<file path="src/rtl/game_state_controller_if.sv">
// Bundle of the scene sequencer's data-path signals.
//   master : drives the scan position, encounter/battle/transition inputs and XP gain.
//   slave  : the sequencer. It drives state, transition start, level, XP, evolve and stage.
interface game_state_controller_if;
  logic [10:0] hcount;
  logic [9:0]  vcount;
  logic        encounter_in;
  logic        transition_done_in;
  logic        battle_over_in;
  logic        battle_won_in;
  logic [7:0]  xp_gain_in;
  logic [2:0]  state_out;
  logic        transition_start_out;
  logic [7:0]  level_out;
  logic [7:0]  xp_out;
  logic        evolve_out;
  logic [1:0]  evo_stage_out;

  modport master (
    output hcount, vcount, encounter_in, transition_done_in, battle_over_in, battle_won_in,
           xp_gain_in,
    input  state_out, transition_start_out, level_out, xp_out, evolve_out, evo_stage_out
  );

  modport slave (
    input  hcount, vcount, encounter_in, transition_done_in, battle_over_in, battle_won_in,
           xp_gain_in,
    output state_out, transition_start_out, level_out, xp_out, evolve_out, evo_stage_out
  );
endinterface

</file>
<file path="src/rtl/game_state_controller.sv">
// Top-level scene sequencer: overworld -> transition -> battle -> award -> (evolve) -> overworld.
// Keeps the player's level, XP, XP requirement, evolve threshold and evolution stage.
// Ports:
//   clk_in : pixel clock
//   rst_in : asynchronous active-low reset
//   bus    : slave side of game_state_controller_if (scan position, scene inputs, all outputs)
// Every output comes straight from a flop.
module game_state_controller #(
  parameter logic [7:0] INIT_LEVEL         = 8'd5,
  parameter logic [7:0] XP_STEP            = 8'd10,
  parameter logic [7:0] INIT_EVOLVE_LEVEL  = 8'd16,
  parameter logic [7:0] EVOLVE_STEP        = 8'd20,
  parameter logic [7:0] MAX_LEVEL          = 8'd100,
  parameter logic [7:0] EVOLVE_FRAMES      = 8'd120,
  parameter logic [7:0] TRANSITION_TIMEOUT = 8'd90
) (
  input logic                    clk_in,
  input logic                    rst_in,
  game_state_controller_if.slave bus
);

  typedef enum logic [2:0] {
    StOverworld  = 3'b001,
    StTransition = 3'b010,
    StBattle     = 3'b100,
    StAward      = 3'b110,
    StEvolve     = 3'b011
  } state_e;

  state_e     state_q, state_d;
  logic [7:0] level_q, level_d;
  logic [7:0] xp_q, xp_d;
  logic [7:0] xp_req_q, xp_req_d;
  logic [7:0] evolve_level_q, evolve_level_d;
  logic [1:0] evo_stage_q, evo_stage_d;
  logic [7:0] frame_cnt_q, frame_cnt_d;
  logic       trans_start_q, trans_start_d;
  logic       evolve_q, evolve_d;

  logic       frame_tick;
  logic [7:0] frame_cnt_inc;
  logic [8:0] xp_sum;
  logic [8:0] level_inc;
  logic [8:0] xp_req_sum;
  logic [8:0] evolve_level_sum;

  assign frame_tick = (bus.hcount == 11'd0) && (bus.vcount == 10'd0);

  // Frame counter saturates at 255 rather than wrapping.
  assign frame_cnt_inc    = (frame_tick && (frame_cnt_q != 8'hFF)) ? frame_cnt_q + 8'd1
                                                                    : frame_cnt_q;
  assign xp_sum           = {1'b0, xp_q} + {1'b0, bus.xp_gain_in};
  assign level_inc        = {1'b0, level_q} + 9'd1;
  assign xp_req_sum       = {1'b0, xp_req_q} + {1'b0, XP_STEP};
  assign evolve_level_sum = {1'b0, evolve_level_q} + {1'b0, EVOLVE_STEP};

  always_comb begin
    state_d        = state_q;
    level_d        = level_q;
    xp_d           = xp_q;
    xp_req_d       = xp_req_q;
    evolve_level_d = evolve_level_q;
    evo_stage_d    = evo_stage_q;
    frame_cnt_d    = frame_cnt_q;

    unique case (state_q)
      StOverworld: begin
        if (bus.encounter_in) begin
          state_d     = StTransition;
          frame_cnt_d = 8'd0;
        end
      end
      StTransition: begin
        frame_cnt_d = frame_cnt_inc;
        // Done and timeout both land in battle, so no priority question arises.
        if (bus.transition_done_in || (frame_cnt_inc >= TRANSITION_TIMEOUT)) begin
          state_d = StBattle;
        end
      end
      StBattle: begin
        if (bus.battle_over_in) begin
          if (bus.battle_won_in) begin
            xp_d    = xp_sum[8] ? 8'hFF : xp_sum[7:0];
            state_d = StAward;
          end else begin
            state_d = StOverworld;
          end
        end
      end
      StAward: begin
        state_d = StOverworld;
        // At most one level-up per battle; surplus XP carries to the next check.
        if ((xp_q >= xp_req_q) && (level_q < MAX_LEVEL)) begin
          level_d  = level_inc[7:0];
          xp_req_d = xp_req_sum[8] ? 8'hFF : xp_req_sum[7:0];
          if ((level_inc >= {1'b0, evolve_level_q}) && (evo_stage_q < 2'd2)) begin
            evo_stage_d    = evo_stage_q + 2'd1;
            evolve_level_d = evolve_level_sum[8] ? 8'hFF : evolve_level_sum[7:0];
            frame_cnt_d    = 8'd0;
            state_d        = StEvolve;
          end
        end
      end
      StEvolve: begin
        frame_cnt_d = frame_cnt_inc;
        if (frame_cnt_inc >= EVOLVE_FRAMES) begin
          state_d = StOverworld;
        end
      end
      default: begin
        state_d = StOverworld;
      end
    endcase

    // Decoded from next state so these flags line up with state_out.
    trans_start_d = (state_d == StTransition);
    evolve_d      = (state_d == StEvolve);
  end

  always_ff @(posedge clk_in or negedge rst_in) begin
    if (!rst_in) begin
      state_q        <= StOverworld;
      level_q        <= INIT_LEVEL;
      xp_q           <= 8'd0;
      xp_req_q       <= XP_STEP;
      evolve_level_q <= INIT_EVOLVE_LEVEL;
      evo_stage_q    <= 2'd0;
      frame_cnt_q    <= 8'd0;
      trans_start_q  <= 1'b0;
      evolve_q       <= 1'b0;
    end else begin
      state_q        <= state_d;
      level_q        <= level_d;
      xp_q           <= xp_d;
      xp_req_q       <= xp_req_d;
      evolve_level_q <= evolve_level_d;
      evo_stage_q    <= evo_stage_d;
      frame_cnt_q    <= frame_cnt_d;
      trans_start_q  <= trans_start_d;
      evolve_q       <= evolve_d;
    end
  end

  assign bus.state_out            = state_q;
  assign bus.transition_start_out = trans_start_q;
  assign bus.level_out            = level_q;
  assign bus.xp_out               = xp_q;
  assign bus.evolve_out           = evolve_q;
  assign bus.evo_stage_out        = evo_stage_q;

endmodule

</file>
<file path="src/flat_wrapper.sv">
// flat-port wrapper written by rule: the top's interface ports become plain ports
module game_state_controller_flat 
#(
  parameter logic [7:0] INIT_LEVEL         = 8'd5,
  parameter logic [7:0] XP_STEP            = 8'd10,
  parameter logic [7:0] INIT_EVOLVE_LEVEL  = 8'd16,
  parameter logic [7:0] EVOLVE_STEP        = 8'd20,
  parameter logic [7:0] MAX_LEVEL          = 8'd100,
  parameter logic [7:0] EVOLVE_FRAMES      = 8'd120,
  parameter logic [7:0] TRANSITION_TIMEOUT = 8'd90
)
  (clk_in, rst_in, bus_hcount, bus_vcount, bus_encounter_in, bus_transition_done_in, bus_battle_over_in, bus_battle_won_in, bus_xp_gain_in, bus_state_out, bus_transition_start_out, bus_level_out, bus_xp_out, bus_evolve_out, bus_evo_stage_out);
  game_state_controller_if bus_i ();
  input logic clk_in;
  input logic rst_in;
  input wire logic [$bits(bus_i.hcount)-1:0] bus_hcount;
  input wire logic [$bits(bus_i.vcount)-1:0] bus_vcount;
  input wire logic [$bits(bus_i.encounter_in)-1:0] bus_encounter_in;
  input wire logic [$bits(bus_i.transition_done_in)-1:0] bus_transition_done_in;
  input wire logic [$bits(bus_i.battle_over_in)-1:0] bus_battle_over_in;
  input wire logic [$bits(bus_i.battle_won_in)-1:0] bus_battle_won_in;
  input wire logic [$bits(bus_i.xp_gain_in)-1:0] bus_xp_gain_in;
  output wire logic [$bits(bus_i.state_out)-1:0] bus_state_out;
  output wire logic [$bits(bus_i.transition_start_out)-1:0] bus_transition_start_out;
  output wire logic [$bits(bus_i.level_out)-1:0] bus_level_out;
  output wire logic [$bits(bus_i.xp_out)-1:0] bus_xp_out;
  output wire logic [$bits(bus_i.evolve_out)-1:0] bus_evolve_out;
  output wire logic [$bits(bus_i.evo_stage_out)-1:0] bus_evo_stage_out;
  assign bus_i.hcount = bus_hcount;
  assign bus_i.vcount = bus_vcount;
  assign bus_i.encounter_in = bus_encounter_in;
  assign bus_i.transition_done_in = bus_transition_done_in;
  assign bus_i.battle_over_in = bus_battle_over_in;
  assign bus_i.battle_won_in = bus_battle_won_in;
  assign bus_i.xp_gain_in = bus_xp_gain_in;
  assign bus_state_out = bus_i.state_out;
  assign bus_transition_start_out = bus_i.transition_start_out;
  assign bus_level_out = bus_i.level_out;
  assign bus_xp_out = bus_i.xp_out;
  assign bus_evolve_out = bus_i.evolve_out;
  assign bus_evo_stage_out = bus_i.evo_stage_out;
  game_state_controller #(.INIT_LEVEL(INIT_LEVEL), .XP_STEP(XP_STEP), .INIT_EVOLVE_LEVEL(INIT_EVOLVE_LEVEL), .EVOLVE_STEP(EVOLVE_STEP), .MAX_LEVEL(MAX_LEVEL), .EVOLVE_FRAMES(EVOLVE_FRAMES), .TRANSITION_TIMEOUT(TRANSITION_TIMEOUT)) u_core (.clk_in(clk_in), .rst_in(rst_in), .bus(bus_i));
endmodule
</file>
<file path="config.mk">
export PLATFORM = sky130hd
export DESIGN_NAME = game_state_controller_flat
export DESIGN_NICKNAME = d
export VERILOG_FILES = /design/src/rtl/game_state_controller_if.sv /design/src/rtl/game_state_controller.sv /design/src/flat_wrapper.sv
export SDC_FILE = /design/constraint.sdc
export NUM_CORES = 1
export LEC_CHECK = 0
export BUFFER_PORTS_ARGS = -buffer_cell sky130_fd_sc_hd__buf_2
export CORE_ASPECT_RATIO = 1.1
export CORE_MARGIN = 2
export CORE_UTILIZATION = 45
export CTS_CLUSTER_SIZE = 28
export DETAILED_ROUTE_END_ITERATION = 7
export PLACE_DENSITY_LB_ADDON = 0.15
export SKIP_LAST_GASP = 1
export SLEW_MARGIN = 20
export SYNTH_ARGS = -nofsm -noshare
export SYNTH_HDL_FRONTEND = slang
export SYNTH_SLANG_ARGS = --single-unit
</file>
<file path="constraint.sdc">
create_clock -name clk_in -period 3.5 [get_ports clk_in]
set_input_delay 0.35 -clock clk_in [delete_from_list [all_inputs] [get_ports clk_in]]
set_output_delay 0.35 -clock clk_in [all_outputs]
set_load 0.005 [all_outputs]
</file>
==> out/results.txt <==
DR vias/cell: 5.51
CP required: 3.72 ns
Final Cell Area: 3660 um2
Post-synth EDFFs: 0
CTS Root Buffer Type: clkbuf_8
Leakage power: 1.89 nW
Pwr dens: 590 nW/um2
Synth Warn #: 0
Peak Freq: 327 MHz
Post-layout min period: 3.06 ns
Vias in the first global route: 2601
Synth Register Bits: 46
WL per Instance: 13.7 um
Worst hold margin: 0.0523 ns
CTS Hold Bufs: 0
Final TNS setup: 0 ns
Post-CTS Setup Inserts: 0
Final HPWL DP: 5.22 mm
Clk sinks: 46
Num ports: 58
Die height: 92.6 um
First DRT Iteration DRCs: 78
Routed Wire Length: 6.72 mm
Share of the synthesized area in the top cell type: 31.2%
Cts repair resizes: 0
Kind of critical path: flip-flop to flip-flop
Nets: 468
Post-route ant nets: 0
Clk_skew: 0.00426 ns
Hold/Removal Path Class: primary input to asynchronous set/reset pin
Total global routing overflow: 0
FFs w/ async S/R, synth: 100%
Layout cell share with drive strength beyond 1: 22.5%
Worst-path clk slew: 0.09 ns
Most common cell in the netlist: dfrtp_1
Synth Instances: 349
Synth top cells by count: dfrtp_1, nand2_1, ha_1
Row Count: 32
Antenna cells: 0
GPL Wtd Cong: 0.817
Initial cell density of the core: 46.1%
Clock Latency Late Sink: 0.29 ns
Crit path DAT: 3.28 ns
Largest net degree at the start of global routing: 47
Slew Viols, Final: 0
RSZ-0062 raised after global routing: false
Final setup fails: 0
Slew headroom: 54.5%
Max Buffers Root-to-Sink: 2
Total CTS buffers: 5
Mapped Area: 3210 um2
Synth-to-layout area growth: 13.9%
Max Cap Viol: 0
Drt drc: 0
Final Hold Vio Count: 0
First-pass GRT wire length: 11.7 mm
Worst slew pin tran: 0.680 ns
H-tree depth: 2
Status: complete, no violations
GRT Total Usage: 18.1%
DRT Pass-1 Iters: 4
Endpoint type of the worst setup path: flip-flop
Post-synthesis sequential area ratio: 36.1%
Tcrit/Tclk final: 87.4%
Mapped Nets: 413
Die W: 84.6 um
Worst-path fanout max: 8
Worst VDD drop: 319 uV
Synth area leader: dfrtp_1
Die area: 7830 um2
Vias after detailed routing: 2698
CTS tree: yes
Initial antenna violation count: 0
Most area-consuming cells after synthesis: dfrtp_1, ha_1, dfstp_2
Top_reg_cell synth: dfrtp_1
Syn_area_per_cell: 9.20 um2
Startpoint Class: flip-flop
# port buffers: 57
Area of placed instances: 3560 um2
Core Footprint: 6970 um2
Synth unique cells: 68
## per-layer routing
metal / vias to the layer above / part of all wire (%) / wire length, um / track usage, %
li1: 1372 / - / - / -
met1: 1285 / 45 / 3050 / 23.3
met2: 37 / 50 / 3370 / 31.4
met3: 4 / 4.0 / 266 / 4.28
met4: 0 / 0.45 / 30 / 2.78
met5: - / 0 / 0 / 0
## layout by cell type, fill, tap and decap left out, types with 2 or more instances in the layout
master    count
a211oi_1      2
a21o_1        7
a21oi_1      15
a2bb2o_1      2
a31oi_1       7
and2_1        3
and3_1       11
and4_1        2
buf_2        56
buf_4         4
clkbuf_8      6
dfrtp_1      40
dfstp_2       6
ha_1         28
inv_1        26
mux2i_1       6
nand2_1      33
nand2b_1      7
nand3_1       9
nand4_1       5
nor2_1       21
nor2b_1       3
nor3_1        8
nor4_1        3
nor4_2        3
o21a_1        3
o21ai_0      16
o21ai_1       8
o22a_1        9
or3_1         3
xnor2_1       7
xor2_1        8
## cells by family after synthesis
group | Yosys count | synth area share [%]
AO/OA/AOI/OAI | 90 | 19.4
flip-flops | 46 | 36.1
AND/OR/NAND/NOR | 122 | 20.8
XOR/XNOR | 16 | 4.60
adder cells (fa/ha/maj) | 29 | 11.5
multiplexers | 8 | 2.57
buffers and inverters | 38 | 5.10
## final timing paths
check / from / end / slack [ns] / depth (start not counted)
setup / recovery: u_core.bus.level_out[0]$_DFFE_PN1P_ / u_core.frame_cnt_q[0]$_DFFE_PN0P_ / 0.44 / 12
hold / removal: rst_in / u_core.evolve_level_q[2]$_DFFE_PN0P_ / 0.05 / 1
setup reg to reg: u_core.bus.level_out[0]$_DFFE_PN1P_ / u_core.frame_cnt_q[0]$_DFFE_PN0P_ / 0.44 / 12
hold reg to reg: u_core.xp_req_q[0]$_DFFE_PN0P_ / u_core.xp_req_q[0]$_DFFE_PN0P_ / 0.47 / 1
max in group asynchronous: rst_in / u_core.bus.xp_out[4]$_DFFE_PN0P_ / 3.05 / 1
min in group clk_in: bus_transition_done_in / u_core.bus.transition_start_out$_DFF_PN0_ / 0.31 / 2
## critical path: stages (launching register included)
cell and delay (ns):
dfstp_2 0.58, ha_1 0.21, and3_1 0.21, and3_1 0.22, xor2_1 0.18, ha_1 0.28, a21oi_1 0.12, o21ai_0 0.10
o21bai_1 0.16, a21oi_1 0.26, nor4_1 0.09, a21oi_2 0.35, a2bb2oi_1 0.22
## through the flow
| stage | util, % | power [mW] | setup slack (ns) | std cells |
|---|---|---|---|---|
| floorplan | - | 1.54 | 0.751 | 349 |
| global placement | 51.1 | 1.81 | 0.597 | 482 |
| detailed placement | 51.1 | 1.84 | 0.446 | 482 |
| CTS | 52.5 | 2.19 | 0.416 | 490 |
| global route | 52.5 | 2.38 | 0.198 | 490 |
| finish | 52.5 | 2.16 | 0.443 | 490 |
## registers in the layout, indices dropped and copies added, names as in the netlist
register                         count
u_core.bus.level_out                 8
u_core.bus.xp_out                    8
u_core.evolve_level_q                7
u_core.bus.state_out                 3
u_core.bus.evolve_out                1
u_core.xp_req_q                      8
u_core.bus.evo_stage_out             2
u_core.bus.transition_start_out      1
u_core.frame_cnt_q                   8
## where the power goes
part	switching (mW)	total [mW]	leakage, nW	internal (mW)
Combinational	0.498	0.962	1.23	0.464
Clock	0.180	0.339	0.0472	0.159
Sequential	0.172	0.857	0.607	0.684
## final cells by class
class	instances	area [um2]
fillers	675	3310
multi-input cells	265	1890
flip-flops and latches	46	1160
repair buffers	60	310
well taps	85	106
inverters	26	97.6
clock buffers	6	82.6
clock inverters	2	12.5
Note: power is estimated with default switching activity, not from simulation.
